`src/rtl/seq_det_pkg.sv`:
```
// Shared constants for the serial-detector scheduler: FSM encoding and the
// pattern recognised by the external detector.
package seq_det_pkg;

    localparam logic [1:0] S_IDLE  = 2'd0;
    localparam logic [1:0] S_CLEAR = 2'd1;
    localparam logic [1:0] S_SHIFT = 2'd2;
    localparam logic [1:0] S_DONE  = 2'd3;

    typedef enum logic [1:0] {
        ST_IDLE  = S_IDLE,
        ST_CLEAR = S_CLEAR,
        ST_SHIFT = S_SHIFT,
        ST_DONE  = S_DONE
    } state_e;

    localparam logic [3:0] DET_PATTERN = 4'b1101;

endpackage

```
`src/rtl/seq_det_scheduler_if.sv`:
```
// Requester and response channels of the scheduler. The scheduler uses the
// slave view; requesters and the result consumer use the master view.
interface seq_det_scheduler_if #(
    parameter int NREQ = 4,
    parameter int W    = 8
);
    localparam int IDW = $clog2(NREQ);
    localparam int CW  = $clog2(W + 1);

    logic [NREQ-1:0]   req_valid;
    logic [NREQ*W-1:0] req_data;
    logic [NREQ-1:0]   req_ready;
    logic              resp_valid;
    logic              resp_ready;
    logic [IDW-1:0]    resp_id;
    logic [CW-1:0]     resp_count;
    logic              resp_hit;

    modport master (
        output req_valid, req_data, resp_ready,
        input  req_ready, resp_valid, resp_id, resp_count, resp_hit
    );

    modport slave (
        input  req_valid, req_data, resp_ready,
        output req_ready, resp_valid, resp_id, resp_count, resp_hit
    );

endinterface

```
`src/rtl/seq_det_scheduler_rr_arbiter.sv`:
```
// Combinational round-robin arbiter: grants the first requester at or after
// the pointer, searching modulo NREQ. The pointer register lives in the parent.
module rr_arbiter #(
    parameter int NREQ = 4,
    parameter int IDW  = 2
) (
    input  logic [NREQ-1:0] req_i,
    input  logic [IDW-1:0]  ptr_i,
    input  logic            en_i,
    output logic [NREQ-1:0] gnt_o,
    output logic [IDW-1:0]  idx_o
);

    localparam int SW = IDW + 1;

    logic [SW-1:0]  sum_s;
    logic [IDW-1:0] cand_s;
    logic           found_s;

    // Rotating priority search starting at the pointer
    always_comb begin
        gnt_o   = '0;
        idx_o   = '0;
        sum_s   = '0;
        cand_s  = '0;
        found_s = 1'b0;
        for (int k = 0; k < NREQ; k++) begin
            sum_s = {1'b0, ptr_i} + SW'(k);
            if (sum_s >= SW'(NREQ)) begin
                sum_s = sum_s - SW'(NREQ);
            end else begin
                sum_s = sum_s;
            end
            cand_s = sum_s[IDW-1:0];
            if (en_i && !found_s && req_i[cand_s]) begin
                gnt_o[cand_s] = 1'b1;
                idx_o         = cand_s;
                found_s       = 1'b1;
            end else begin
                found_s = found_s;
            end
        end
    end

endmodule

```
`src/rtl/seq_det_scheduler.sv`:
```
// Shares one external 1101 Mealy detector among NREQ word requesters: grants
// round-robin, clears the detector, shifts the word MSB-first, counts matches.
module seq_det_scheduler
    import seq_det_pkg::*;
#(
    parameter int NREQ = 4,
    parameter int W    = 8
) (
    input  logic                    clk,
    input  logic                    rst,
    seq_det_scheduler_if.slave      sched,
    output logic                    det_rst,
    output logic                    det_din,
    input  logic                    det_y,
    output logic                    busy
);

    localparam int IDW = $clog2(NREQ);
    localparam int CW  = $clog2(W + 1);

    state_e         state_q, state_d;
    logic [IDW-1:0] ptr_q, ptr_d;
    logic [IDW-1:0] id_q, id_d;
    logic [W-1:0]   shreg_q, shreg_d;
    logic [CW-1:0]  bit_q, bit_d;
    logic [CW-1:0]  cnt_q, cnt_d;
    logic           hit_q, hit_d;

    logic [NREQ-1:0] gnt_s;
    logic [IDW-1:0]  gnt_idx_s;
    logic            arb_en_s;
    logic [W-1:0]    sel_word_s;

    // Grants are suppressed during reset so no acceptance pulse leaks out
    assign arb_en_s = (state_q == ST_IDLE) && !rst;

    rr_arbiter #(.NREQ(NREQ), .IDW(IDW)) u_arb (
        .req_i (sched.req_valid),
        .ptr_i (ptr_q),
        .en_i  (arb_en_s),
        .gnt_o (gnt_s),
        .idx_o (gnt_idx_s)
    );

    // Word of the granted requester
    always_comb begin
        sel_word_s = '0;
        for (int i = 0; i < NREQ; i++) begin
            if (gnt_s[i]) begin
                sel_word_s = sched.req_data[i*W +: W];
            end else begin
                sel_word_s = sel_word_s;
            end
        end
    end

    // State and datapath registers
    always_ff @(posedge clk) begin
        if (rst) begin
            state_q <= ST_IDLE;
            ptr_q   <= '0;
            id_q    <= '0;
            shreg_q <= '0;
            bit_q   <= '0;
            cnt_q   <= '0;
            hit_q   <= 1'b0;
        end else begin
            state_q <= state_d;
            ptr_q   <= ptr_d;
            id_q    <= id_d;
            shreg_q <= shreg_d;
            bit_q   <= bit_d;
            cnt_q   <= cnt_d;
            hit_q   <= hit_d;
        end
    end

    // Next-state logic; det_y is only counted while a word is being shifted
    always_comb begin
        state_d = state_q;
        ptr_d   = ptr_q;
        id_d    = id_q;
        shreg_d = shreg_q;
        bit_d   = bit_q;
        cnt_d   = cnt_q;
        hit_d   = hit_q;
        case (state_q)
            ST_IDLE: begin
                if (|gnt_s) begin
                    shreg_d = sel_word_s;
                    id_d    = gnt_idx_s;
                    ptr_d   = (gnt_idx_s == IDW'(NREQ - 1)) ? '0 : gnt_idx_s + IDW'(1);
                    state_d = ST_CLEAR;
                end else begin
                    state_d = ST_IDLE;
                end
            end
            ST_CLEAR: begin
                bit_d   = '0;
                cnt_d   = '0;
                hit_d   = 1'b0;
                state_d = ST_SHIFT;
            end
            ST_SHIFT: begin
                shreg_d = {shreg_q[W-2:0], 1'b0};
                bit_d   = bit_q + CW'(1);
                if (det_y) begin
                    cnt_d = cnt_q + CW'(1);
                    hit_d = 1'b1;
                end else begin
                    cnt_d = cnt_q;
                    hit_d = hit_q;
                end
                if (bit_q == CW'(W - 1)) begin
                    state_d = ST_DONE;
                end else begin
                    state_d = ST_SHIFT;
                end
            end
            ST_DONE: begin
                if (sched.resp_ready) begin
                    state_d = ST_IDLE;
                end else begin
                    state_d = ST_DONE;
                end
            end
            default: begin
                state_d = ST_IDLE;
            end
        endcase
    end

    assign sched.req_ready  = gnt_s;
    assign sched.resp_valid = (state_q == ST_DONE);
    assign sched.resp_id    = id_q;
    assign sched.resp_count = cnt_q;
    assign sched.resp_hit   = hit_q;
    assign det_rst          = rst || (state_q == ST_CLEAR);
    assign det_din          = (state_q == ST_SHIFT) ? shreg_q[W-1] : 1'b0;
    assign busy             = (state_q != ST_IDLE);

endmodule

```
`src/flat_wrapper.sv`:
```
// flat-port wrapper written by rule: the top's interface ports become plain ports
module seq_det_scheduler_flat import seq_det_pkg::*;
#(
    parameter int NREQ = 4,
    parameter int W    = 8
)
  (clk, rst, det_rst, det_din, det_y, busy, sched_req_valid, sched_req_data, sched_resp_ready, sched_req_ready, sched_resp_valid, sched_resp_id, sched_resp_count, sched_resp_hit);
  seq_det_scheduler_if #(.NREQ(NREQ), .W(W)) sched_i ();
  input  logic clk;
  input  logic rst;
  output logic det_rst;
  output logic det_din;
  input  logic det_y;
  output logic busy;
  input wire logic [$bits(sched_i.req_valid)-1:0] sched_req_valid;
  input wire logic [$bits(sched_i.req_data)-1:0] sched_req_data;
  input wire logic [$bits(sched_i.resp_ready)-1:0] sched_resp_ready;
  output wire logic [$bits(sched_i.req_ready)-1:0] sched_req_ready;
  output wire logic [$bits(sched_i.resp_valid)-1:0] sched_resp_valid;
  output wire logic [$bits(sched_i.resp_id)-1:0] sched_resp_id;
  output wire logic [$bits(sched_i.resp_count)-1:0] sched_resp_count;
  output wire logic [$bits(sched_i.resp_hit)-1:0] sched_resp_hit;
  assign sched_i.req_valid = sched_req_valid;
  assign sched_i.req_data = sched_req_data;
  assign sched_i.resp_ready = sched_resp_ready;
  assign sched_req_ready = sched_i.req_ready;
  assign sched_resp_valid = sched_i.resp_valid;
  assign sched_resp_id = sched_i.resp_id;
  assign sched_resp_count = sched_i.resp_count;
  assign sched_resp_hit = sched_i.resp_hit;
  seq_det_scheduler #(.NREQ(NREQ), .W(W)) u_core (.clk(clk), .rst(rst), .sched(sched_i), .det_rst(det_rst), .det_din(det_din), .det_y(det_y), .busy(busy));
endmodule
```
`config.mk`:
```
export PLATFORM = sky130hd
export DESIGN_NAME = seq_det_scheduler_flat
export DESIGN_NICKNAME = d
export VERILOG_FILES = /design/src/rtl/seq_det_pkg.sv /design/src/rtl/seq_det_scheduler_if.sv /design/src/rtl/seq_det_scheduler_rr_arbiter.sv /design/src/rtl/seq_det_scheduler.sv /design/src/flat_wrapper.sv
export SDC_FILE = /design/constraint.sdc
export NUM_CORES = 1
export LEC_CHECK = 0
export CORE_UTILIZATION = 53
export DETAILED_ROUTE_END_ITERATION = 8
export DONT_BUFFER_PORTS = 1
export PLACE_DENSITY = 0.68
export SLEW_MARGIN = 20
export SYNTH_ARGS = -nofsm -noshare
export SYNTH_HDL_FRONTEND = slang
export SYNTH_SLANG_ARGS = --single-unit
```
`constraint.sdc`:
```
create_clock -name clk -period 8.9 [get_ports clk]
set_input_delay 1.78 -clock clk [delete_from_list [all_inputs] [get_ports clk]]
set_output_delay 1.78 -clock clk [all_outputs]
set_load 0.02 [all_outputs]
```
==> run summary, run 1 <==
The run finished with clean final reports. In the synthesized netlist the dominant register cell turns out to be dfxtp_1. The final net count is 283. Registers take 460 um2. Input and output buffers added on the ports amount to 0. Measured along the x axis, the die boundary spans 64.2 um.

For this design the ratio of total power to cell area is 300 nW/um2. Setup slack on the worst reg-to-reg path comes out at 4.58 ns. The number of pins with negative max-slew slack in the final report came out at 0. The number of H-tree levels came out at 1. Family with the most delay on the worst path: flip-flops.

The number of inserted filler cells in the final layout is 349, and the power consumption is 614 uW. The fraction of final layout cells with drive strength greater than 1 was 11.0%; the final core utilization was 55.4%. The run gives 289 uW as the switching power.

In this run the static leakage power is 0.724 nW. Prior to clock tree synthesis, the placed netlist has a worst setup slack of 3.68 ns. Clock tree synthesis inserted a total of 3 buffers. The post-DP HPWL is 3.15 mm, and the number of warning messages in the yosys log is 0.

55 I/O pins were placed. The synthesized netlist devotes 22.2% of its cell area to compound gates. The area growth from synthesis to layout came out at -0.183%. Multiplexer cells account for 12.5% of the synthesized area. The post-synthesis cell count is 239, and the maximum clock frequency is 0.188 GHz. The floorplan has 22 rows. The total via count in the routed design came out at 1686. The overall die area was 4120 um2. The main combinational cell family by area after synthesis was simple AND/OR/NAND/NOR gates. In this run the deepest clock path goes through 2 buffers. The number of cells on the worst reg-to-reg path is 10. For the worst setup path, the data required time is 7.12 ns. The tool flagged a number of max-cap violations equal to 0. In the synthesized netlist the async set-or-reset flop fraction comes to 0%.

For the worst-skew pair, the clock arrives at the later sink with an insertion delay of 0.26 ns. Root buffer cell: clkbuf_8. The capture point of the worst reg-to-reg path was u_core.shreg_q[4]. The pre-antenna-repair detailed-routing pass consisted of 4 iterations.

For the final database, setup skew stands at 0.00439 ns. The area used by multi-input combinational logic came out at 1430 um2. In this run the cell area measured after placement is 2000 um2. The run gives 29 as the largest net degree at the start of global routing. The clock network burns 10.5% of the power.

The core region is 3690 um2. TritonCTS built the clock tree. The wire length of the first global-routing pass is 6.89 mm, and the simple-gate area share of the yosys netlist is 24.9%. In this run, post-CTS hold repair placed 0 buffers.

The count of endpoints failing hold in the final timing report was 0; the residual antenna-violating net count after detailed routing was 0. After detailed routing, the total wire length is 4.22 mm. The tools report the number of antenna repair diodes as 0. Walking the worst path, the cells encountered are inv_1 > ha_1 > mux4_2 > nor4b_4 > a221oi_4 > inv_2.

The worst hold path class is reg2reg. At the worst endpoint, the arrival time is 3.54 ns. The tools report the endpoint class of the critical path as a primary output.

Design internal power: 324 uW. Adding up every negative setup slack in the final design gives 0 ns. For the sequential share of the synthesized area, the log shows 22.5%. Critical-path cell with the highest stage delay: dfxtp_1.

For the finished layout, the period the worst path requires is 5.32 ns. The post-layout instance area is 2040 um2, and the ratio of routed vias to standard cells is 6.11. For the number of unique standard cell types used by synthesis, the log shows 50.

By startpoint and endpoint, the worst setup path is classified as reg2out. Of all nets on the critical path, the largest fanout is 18. The total routing resource utilization after global routing came out at 21.2%. In this run, post-CTS repair resized a total of 0 instances. The die extent in y came out at 64.2 um. Following the worst setup path forward leads to its endpoint at sched_req_ready[3]. In this run the mean area of a mapped cell was 8.57 um2. The run gives 3.58 ns as the setup slack after layout.

The xor and xnor area share after synthesis is 1.71%. Setup repair after global routing left no endpoint under its margin. The number of remaining DRC errors is 0.

Setup violations remaining at the end of the flow were counted as 0. For the starting DRC count in detailed routing, the log shows 136. The delay of the slowest cell on the worst path is 0.77 ns. Counting every sink on the clock net gives 23. After clock tree synthesis, the clock-pin slew on the worst setup and hold paths is 0.08 ns. The run gives 1414 as the via count of the first global-routing pass. Combinational cells account for 64.5% of the total power. Synthesis inferred 23 register bits. The number of antenna violations at the first check in global routing is 0, and the worst-case vdd ir drop is 0.122 mV. Measured against its own limit, the worst slew margin works out to 51.1%. The share of synthesized cell area in full adder, half adder and majority cells was 8.55%; the initial core utilization was 55.5%.

In the final routed layout, each cell accounts on average for 15.3 um. Summed over all layers, the global routing overflow is 0. The number of nets in the synthesized netlist was 293; the share of the clock period used by the worst path after layout was 59.8%. Buffer count from post-CTS setup fixing: 0. Routability-driven placement finished with a final weighted congestion of 0.856. Net switching is 47.2% of the power.

The critical path depth in cells works out to 6. The netlist area before placement is 2050 um2. Critical path startpoint category: a register. Slew at the pin closest to its max-slew limit: 0.734 ns. The register share of total power was 25.0%. Combined buffer and inverter count along the critical path: 2. Counting flops with a built-in enable in the synthesized netlist gives 0.
## stage by stage
step                hold WS (ns)  std cells
floorplan                  0.463        239
global placement           0.476        272
detailed placement         0.484        272
CTS                        0.497        276
global route               0.531        276
finish                     0.490        276
## registers in the layout (all words and copies together), names as in the netlist, named ones only
signal and flops:
u_core.bit_q 4, u_core.ptr_q 1, u_core.sched.resp_count 4, u_core.sched.resp_hit 1, u_core.sched.resp_id 2, u_core.shreg_q 8, u_core.state_q 2
## cell usage in the layout (no fill, tap or decap), types with 5 or more instances in the layout
cell	count
nor3b_1	5
dfxtp_1	23
o21ai_0	11
a31o_1	7
nand3_1	12
nor2_1	15
mux2i_1	12
inv_1	9
ha_1	14
nand2b_1	13
nand2_1	28
a311oi_1	7
a21oi_1	13
## worst min-delay path by stage
stage | start | to | cells after the start
after floorplan | u_core.bit_q[1] | u_core.bit_q[1] | 2
after global placement | u_core.bit_q[1] | u_core.bit_q[1] | 2
final | u_core.bit_q[1] | u_core.bit_q[1] | 2
after global routing | u_core.bit_q[1] | u_core.bit_q[1] | 2
after detailed placement | u_core.bit_q[1] | u_core.bit_q[1] | 2
after CTS | u_core.bit_q[1] | u_core.bit_q[1] | 2
## cells in the mapped netlist, types with 2 or more instances
cell type  count  area share (%)
nand2_1       28             5.1
dfxtp_1       23              22
nor2_1        15             2.7
ha_1          14             8.6
a21oi_1       13             3.2
nand2b_1      13             4.0
mux2i_1       12             5.9
nand3_1       12             2.9
o21ai_0       11             2.7
inv_1          9             1.6
a311oi_1       7             3.0
a31o_1         7             3.0
buf_6          6             3.3
nor3b_1        5             1.8
buf_2          4            0.98
mux2_2         4             2.2
mux4_2         4             4.4
nand3b_1       4             1.5
a211oi_1       3             1.1
clkbuf_1       3            0.55
nor2b_1        3            0.92
xor2_1         3             1.3
a221oi_4       2             2.6
a22o_1         2            0.86
a22oi_1        2            0.73
a31oi_1        2            0.61
and2_1         2            0.61
inv_2          2            0.37
o211ai_1       2            0.73
or4_4          2             1.1
## kinds of logic after synthesis
kind of cell	Yosys count
adder cells (fa/ha/maj)	14
buffers and inverters	27
flip-flops	23
AO/OA/AOI/OAI	60
multiplexers	20
XOR/XNOR	4
AND/OR/NAND/NOR	91
## power groups by stage
stage               registers, mW  clock network, mW  logic, mW
detailed placement          0.156                  0      0.397
global placement            0.156                  0      0.394
floorplan                   0.143                  0      0.371
CTS                         0.154             0.0670      0.397
global route                0.158             0.0706      0.433
finish                      0.153             0.0642      0.396
## worst register-to-register path, stage by stage (launching register included)
cell	delay, ns
dfxtp_1	0.77
inv_1	0.22
ha_1	0.54
mux4_2	0.67
nand3b_1	0.13
a21oi_1	0.11
a221oi_4	0.57
inv_4	0.15
or4_4	0.67
mux2i_1	0.16
a311oi_1	0.25
## layout make-up
cell class	count	share of cell area [%]
multi-input combinational	189	70.0
sequential	23	22.5
tap	48	2.94
inverter	12	2.33
clock buffer	3	2.02
clock inverter	1	0.245
## routing by layer
metal  wire [um]  track usage, %  vias up  share of wire, %
met2        1900            32.3       55                45
met1        1980            30.6      776                47
li1            -               -      853                 -
met4          14            2.50        0              0.33
met5           0               0        -                 0
met3         331            5.54        2               7.8
Note: power is estimated with default switching activity, not from simulation.
==> inputs of run 2 (changes only) <==
clock period = 5.17 ns   (was 8.9 ns; I/O delays follow)
==> run 2 against run 1 <==
  * Non-clock buffer count up 1
  * Clock skew about the same
  * Global-route usage up 1.4 points
  * Combinational power up 79%
  * Utilization up 0.20 points
  * Power up 75%
  * Setup slack worse by 2.7 ns
  * Wire length up 5.4%
  * Design area up 0.37%
  * Critical path type unchanged
  * Critical endpoint unchanged
  * Largest cell class unchanged
==> run summary, run 2 (synthesized netlist as in run 1, its figures left out) <==
The delay of the slowest cell on the worst path is 0.68 ns (-0.09 ns). Register name with the most flops: u_core.shreg_q. The area used by sequential logic in the layout is 460 um2 (unchanged), and the slew at the pin closest to its max-slew limit is 0.768 ns (+0.0338 ns). The hold buffer count at CTS is 0 (unchanged), and the count of buffers inserted at the top-level ports is 0 (unchanged). The setup slack after layout is 0.849 ns (-2.73 ns), and the required arrival time at the worst endpoint is 4.14 ns (-2.98 ns). The row count came out at 22 (unchanged). The area inside the core boundary is 3690 um2 (unchanged). In the layout the commonest cells are 28 x nand2_1, 23 x dfxtp_1, 15 x nor2_1. The run gives 0.840 (-1.9%) as the placer's final routability congestion estimate.

The die extent in y came out at 64.2 um (unchanged). The run gives 0 (unchanged) as the residual antenna-violating net count after detailed routing. The count of final setup violators was 0 (unchanged). The via count of the first global-routing pass is 1575 (+11%), and the number of H-tree levels is 1 (unchanged). The largest net degree at the start of global routing is 29 (unchanged), and the number of flip-flops under the largest register name is 8 (unchanged).

Setup repair after global routing left no endpoint under its margin. The endpoint class of the critical path was a primary output. The power density over the cells works out to 522 nW/um2 (+74%). The post-placement setup slack is 1.18 ns (-2.50 ns), and the insertion delay to the later sink of the worst-skew pair is 0.27 ns (about the same). The smallest clock period supported by the final layout is computed as 4.32 ns. For this run, the top clock speed supported by timing is 0.231 GHz. The share of the clock period used by the worst path after layout works out to 83.6%.

The worst hold path cell count was 2 (unchanged). The tools report the buffer count from post-CTS setup fixing as 0 (unchanged). For hold timing, the worst endpoint is u_core.bit_q[1]. The path class of the tightest hold or removal check is reg2reg. The startpoint identified for the worst hold timing path is u_core.bit_q[1]. For the total via count in the routed design, the log shows 1698 (+0.71%).

The tools report the first-pass iteration count of the detailed router as 4 (unchanged). The leakage power was 0.729 nW (+0.72%). Wire length of the first global-routing pass: 7.33 mm (+6.4%).

The area growth from synthesis to layout was 0.183%; the worst-case vdd ir drop was 0.249 mV (+100%). For the CTS buffer count, the log shows 3 (unchanged). The setup path with the least slack is of type reg2out.

The die span in x was 64.2 um (unchanged). Root buffer cell: clkbuf_8. The initial core utilization is 55.5% (unchanged), and the routed wire length per instance is 16.1 um (+5.0%). The tools report the detailed-route wire length as 4.45 mm (+5.4%). For the critical path arrival, the log shows 3.29 ns (-0.25 ns).

The maximum fanout count along the critical path works out to 12 (-6). The critical-path cell with the highest stage delay was mux4_2. The flop-to-flop setup slack is 1.18 ns (-3.40 ns). The run finished with clean final reports. The kind of cell with the highest combined delay along the critical path is multiplexers.

The endpoint identified for the worst register-to-register timing path is u_core.shreg_q[1]. Walking the worst path, the cells encountered are inv_1 > ha_1 > mux4_2 > nor4b_4 > a221oi_4 > inv_2. The number of instances resized during post-cts repair was 0 (unchanged); the tightest slew margin relative to the limit was 48.8% (-2.3 points). The length in cells of the worst reg-to-reg path came out at 10 (unchanged).

STA classifies the critical path startpoint as a register. TritonCTS built the clock tree. The clock transition time at the flip-flop clock pins of the worst setup and hold paths is 0.08 ns (about the same).

The number of inserted filler cells in the final layout was 371 (+6.3%); the total routing resource utilization after global routing was 22.5% (+1.4 points). For the final net count, the log shows 284 (+0.35%). The fraction of final layout cells with drive strength greater than 1 came out at 11.4% (+0.39 points). The ratio of routed vias to standard cells was 6.13 (+0.35%).

For the starting DRC count in detailed routing, the log shows 85 (-38%). The TritonCTS sink count is 23 (unchanged). The leftover overflow at the end of global routing is 0 (unchanged). Number of pins with negative max-slew slack in the final report: 0 (unchanged). In this run the critical register-to-register path is launched from u_core.ptr_q[1].

The number of antenna violations at the first check in global routing is 0 (unchanged), and the final worst clock skew is 0.00460 ns (+0.000211 ns). The final setup TNS is 0 ns (unchanged). The logs give 0 (unchanged) for the number of remaining DRC errors and 4120 um2 (unchanged) for the overall die area.

The area used by multi-input combinational logic is 1430 um2 (unchanged). The logs give 2 (unchanged) for the maximum number of buffers from clock root to sink and 0 (unchanged) for the count of endpoints failing hold in the final timing report. Combined buffer and inverter count along the critical path: 2 (unchanged). The boundary pin count is 55 (unchanged).

The tools report the number of antenna repair diodes as 0 (unchanged). For the power consumption, the log shows 1.07 mW (+75%). The logs give 3.30 mm (+4.7%) for the post-DP HPWL and 0 (unchanged) for the number of max-capacitance violations reported. The most common cell after layout, fill and taps aside is nand2_1.
run 2: cell types whose count changed in the layout (fill, tap and decap cells not counted):
cell   change
buf_4      +1
run 2: how the worst max path moves through the flow:
stage                         start                  to  slack (ns)  cells past startpoint
floorplan                  register  sched_req_ready[0]        1.44                      9
global placement    u_core.ptr_q[1]  sched_req_ready[3]        1.31                      6
detailed placement  u_core.ptr_q[1]  sched_req_ready[3]        1.18                      6
CTS                 u_core.ptr_q[1]  sched_req_ready[3]        0.87                      6
global route        u_core.ptr_q[1]  sched_req_ready[3]        0.71                      6
finish              u_core.ptr_q[1]  sched_req_ready[3]        0.85                      6
run 2: power breakdown:
group	switching [mW]	internal, mW
sequential	0.0343	0.216
clock	0.0595	0.0539
combinational	0.417	0.292
total	0.510	0.562
run 2: metal layers:
layer	vias to the layer above	wire [um]	global-route usage (%)
li1	860	-	-
met1	783	2070	30.2
met3	8	298	7.14
met5	-	0	0
met4	0	44	4.44
met2	47	2040	35.5
run 2: final cells by class:
class / instances / area share (%)
Clock buffer: 3 / 2.01
Clock inverter: 1 / 0.244
Inverter: 12 / 2.32
Multi-Input combinational cell: 189 / 69.7
Sequential cell: 23 / 22.4
Tap cell: 48 / 2.93
Timing Repair Buffer: 1 / 0.366
run 2: through the flow:
step	hold WS [ns]	cell area, um2	std cells	util (%)
floorplan	0.463	2050	239	-
global placement	0.474	2010	273	54.4
detailed placement	0.493	2010	273	54.4
CTS	0.503	2050	277	55.6
global route	0.535	2050	277	55.6
finish	0.499	2050	277	55.6
run 2: tightest hold or removal path: cells and delay by family, from the launching register on:
kind | cells | cell delay [ns]
DFF | 1 | 0.33
and+or+nand+nor | 1 | 0.07
AOI/OAI and AO/OA | 1 | 0.06
==> inputs of run 3 (changes only) <==
clock period = 4.5 ns   (was 5.17 ns; I/O delays follow)
==> run 3 against run 2 <==
  * Critical path depth stayed put
  * Wire length down 0.47%
  * Power up 14%
  * Sequential power increased by 15%
  * Final cell count is the same
  * Setup slack got worse by 0.46 ns
  * Sequential cell count stayed put
==> run summary, run 3 (synthesized netlist as in run 1, its figures left out) <==
The flow ran to the end, and the final reports show no timing, DRC or antenna violations. The number of antenna repair diodes is 0 (unchanged), and the power consumption is 1.22 mW (+14%). The post-DP HPWL is 3.28 mm (-0.41%), and the area inside the core boundary is 3690 um2 (unchanged).

The logs give 3 (unchanged) for the CTS buffer count and 3.60 ns (-0.54 ns) for the required arrival time at the worst endpoint. The tools report the tightest slew margin relative to the limit as 51.8% (+3.0 points). The endpoint class of the critical path is a primary output. The top cell types in the final layout, fill and taps aside, are 28 x nand2_1, 23 x dfxtp_1, 15 x nor2_1. For the setup slack after layout, the log shows 0.387 ns (-0.462 ns). The logs give 0 (unchanged) for the leftover overflow at the end of global routing and 0 (unchanged) for the number of remaining DRC errors. The run gives 0 ns (unchanged) as the final setup TNS. The number of placed instances with taps included was 273 (unchanged); the die span in x was 64.2 um (unchanged). The initial core utilization is 55.5% (unchanged), and the hold buffer count at CTS is 0 (unchanged).

Setup repair after global routing left no endpoint under its margin. The critical path startpoint category was a register. The count of buffers inserted at the top-level ports was 0 (unchanged); the overall die area was 4120 um2 (unchanged). The register with the most flip-flops in the final layout is u_core.shreg_q. The share of the clock period used by the worst path after layout was 91.4%; the slew at the pin closest to its max-slew limit was 0.724 ns (-0.0443 ns). The placer's final routability congestion estimate was 0.854 (+1.7%); the boundary pin count was 55 (unchanged). The tools report the number of inserted filler cells in the final layout as 363 (-2.2%). The number of H-tree levels was 1 (unchanged). Routed wire length per instance: 16.0 um (-0.47%).

The run gives 0.317 mV (+27%) as the worst-case vdd ir drop. The row count came out at 22 (unchanged). The wire length of the first global-routing pass was 7.20 mm (-1.8%); the clock transition time at the flip-flop clock pins of the worst setup and hold paths was 0.08 ns (about the same). The setup path with the least slack is of type reg2out. The count of final setup violators is 0 (unchanged), and the number of pins with negative max-slew slack in the final report is 0 (unchanged).

The length in cells of the worst reg-to-reg path was 10 (unchanged); the leakage power was 0.729 nW (unchanged). Worst min-delay path startpoint: u_core.bit_q[1]. The tools report the capture point of the worst reg-to-reg path as u_core.shreg_q[1]. The tools report the total routing resource utilization after global routing as 22.0% (-0.49 points). The buffer count from post-CTS setup fixing was 0 (unchanged); the total via count in the routed design was 1678 (-1.2%). Largest net degree at the start of global routing: 29 (unchanged). The worst hold path terminates at u_core.bit_q[1]. The die extent in y is 64.2 um (unchanged), and the number of instances resized during post-cts repair is 0 (unchanged). The worst hold path class was reg2reg. TritonCTS built the clock tree. The tools report the startpoint of the most critical register-to-register path as u_core.ptr_q[1]. The tools report the area used by sequential logic in the layout as 460 um2 (unchanged). Minimum hold slack: 0.491 ns (-0.00840 ns). The count of endpoints failing hold in the final timing report came out at 0 (unchanged).

Derived from the worst setup path, the maximum achievable clock frequency is 0.243 GHz. The critical path arrival was 3.21 ns (-0.08 ns); the ratio of routed vias to standard cells was 6.06 (-1.2%). The final worst clock skew is 0.00549 ns (+0.000889 ns). The via count of the first global-routing pass was 1483 (-5.8%); the maximum fanout count along the critical path was 12 (unchanged).

The starting DRC count in detailed routing came out at 145 (+71%). The power density over the cells was 596 nW/um2 (+14%); the clock period minus final worst setup slack was 4.11 ns. The post-layout instance count excluding filler cells is 277 (unchanged), and the area growth from synthesis to layout is 0.183% (unchanged). For the post-placement setup slack, the log shows 0.549 ns (-0.635 ns).

For the area used by multi-input combinational logic, the log shows 1430 um2 (unchanged). The final net count was 284 (unchanged); the insertion delay to the later sink of the worst-skew pair was 0.26 ns (about the same). The tools report the number of max-capacitance violations reported as 0 (unchanged). The maximum number of buffers from clock root to sink was 2 (unchanged); the flop-to-flop setup slack was 0.53 ns (-0.65 ns). The TritonCTS sink count was 23 (unchanged); the fraction of final layout cells with drive strength greater than 1 was 11.4% (unchanged).

The detailed-route wire length was 4.43 mm (-0.47%). The residual antenna-violating net count after detailed routing came out at 0 (unchanged). The library cell used most frequently in the layout, excluding fill and tap cells, is nand2_1. The number of flip-flops under the largest register name came out at 8 (unchanged). The first-pass iteration count of the detailed router was 4 (unchanged). The number of antenna violations at the first check in global routing is 0 (unchanged), and the worst hold path cell count is 2 (unchanged). The tree is rooted in a clkbuf_8.
-- run 3: cell counts in the layout (fill, tap and decap cells not counted) --
No cell type changed its count.
-- run 3: stage by stage --
stage | utilization [%] | cell area [um2]
6_report | 55.6 | 2050
5_1_grt | 55.6 | 2050
4_1_cts | 55.6 | 2050
3_5_place_dp | 54.4 | 2010
3_3_place_gp | 54.4 | 2010
2_1_floorplan | - | 2050
-- run 3: final cells by class --
type | count | area share [%]
inverter | 12 | 2.32
clock buffer | 3 | 2.01
tap | 48 | 2.93
sequential | 23 | 22.4
multi-input combinational | 189 | 69.7
timing repair buffer | 1 | 0.366
clock inverter | 1 | 0.244
-- run 3: worst max path at each step --
stage,from,end,slack [ns],depth (start not counted)
6_report,u_core.ptr_q[1],sched_req_ready[3],0.39,6
5_1_grt,u_core.ptr_q[1],sched_req_ready[3],0.17,6
4_1_cts,u_core.ptr_q[1],sched_req_ready[3],0.35,6
3_5_place_dp,u_core.ptr_q[1],u_core.shreg_q[1],0.55,10
3_3_place_gp,u_core.ptr_q[1],u_core.shreg_q[5],0.67,10
2_1_floorplan,register,sched_req_ready[0],0.90,9
-- run 3: metal layers --
metal  part of all wire [%]  GRT usage (%)  vias up  wire [um]
li1                       -              -      852          -
met1                     50           30.7      780       2220
met2                     44           34.8       42       1950
met3                    5.1           5.36        4        226
met4                   0.77           3.61        0         34
met5                      0              0        -          0
-- run 3: worst max-delay path: stages, from the launching register on --
cell,delay (ns)
dfxtp_1,0.52
inv_1,0.19
ha_1,0.49
mux4_2,0.66
nor4b_4,0.59
a221oi_4,0.20
inv_2,0.29
-- run 3: power breakdown --
part	internal, mW	switching (mW)
sequential	0.248	0.0399
combinational	0.336	0.473
clock	0.0617	0.0643
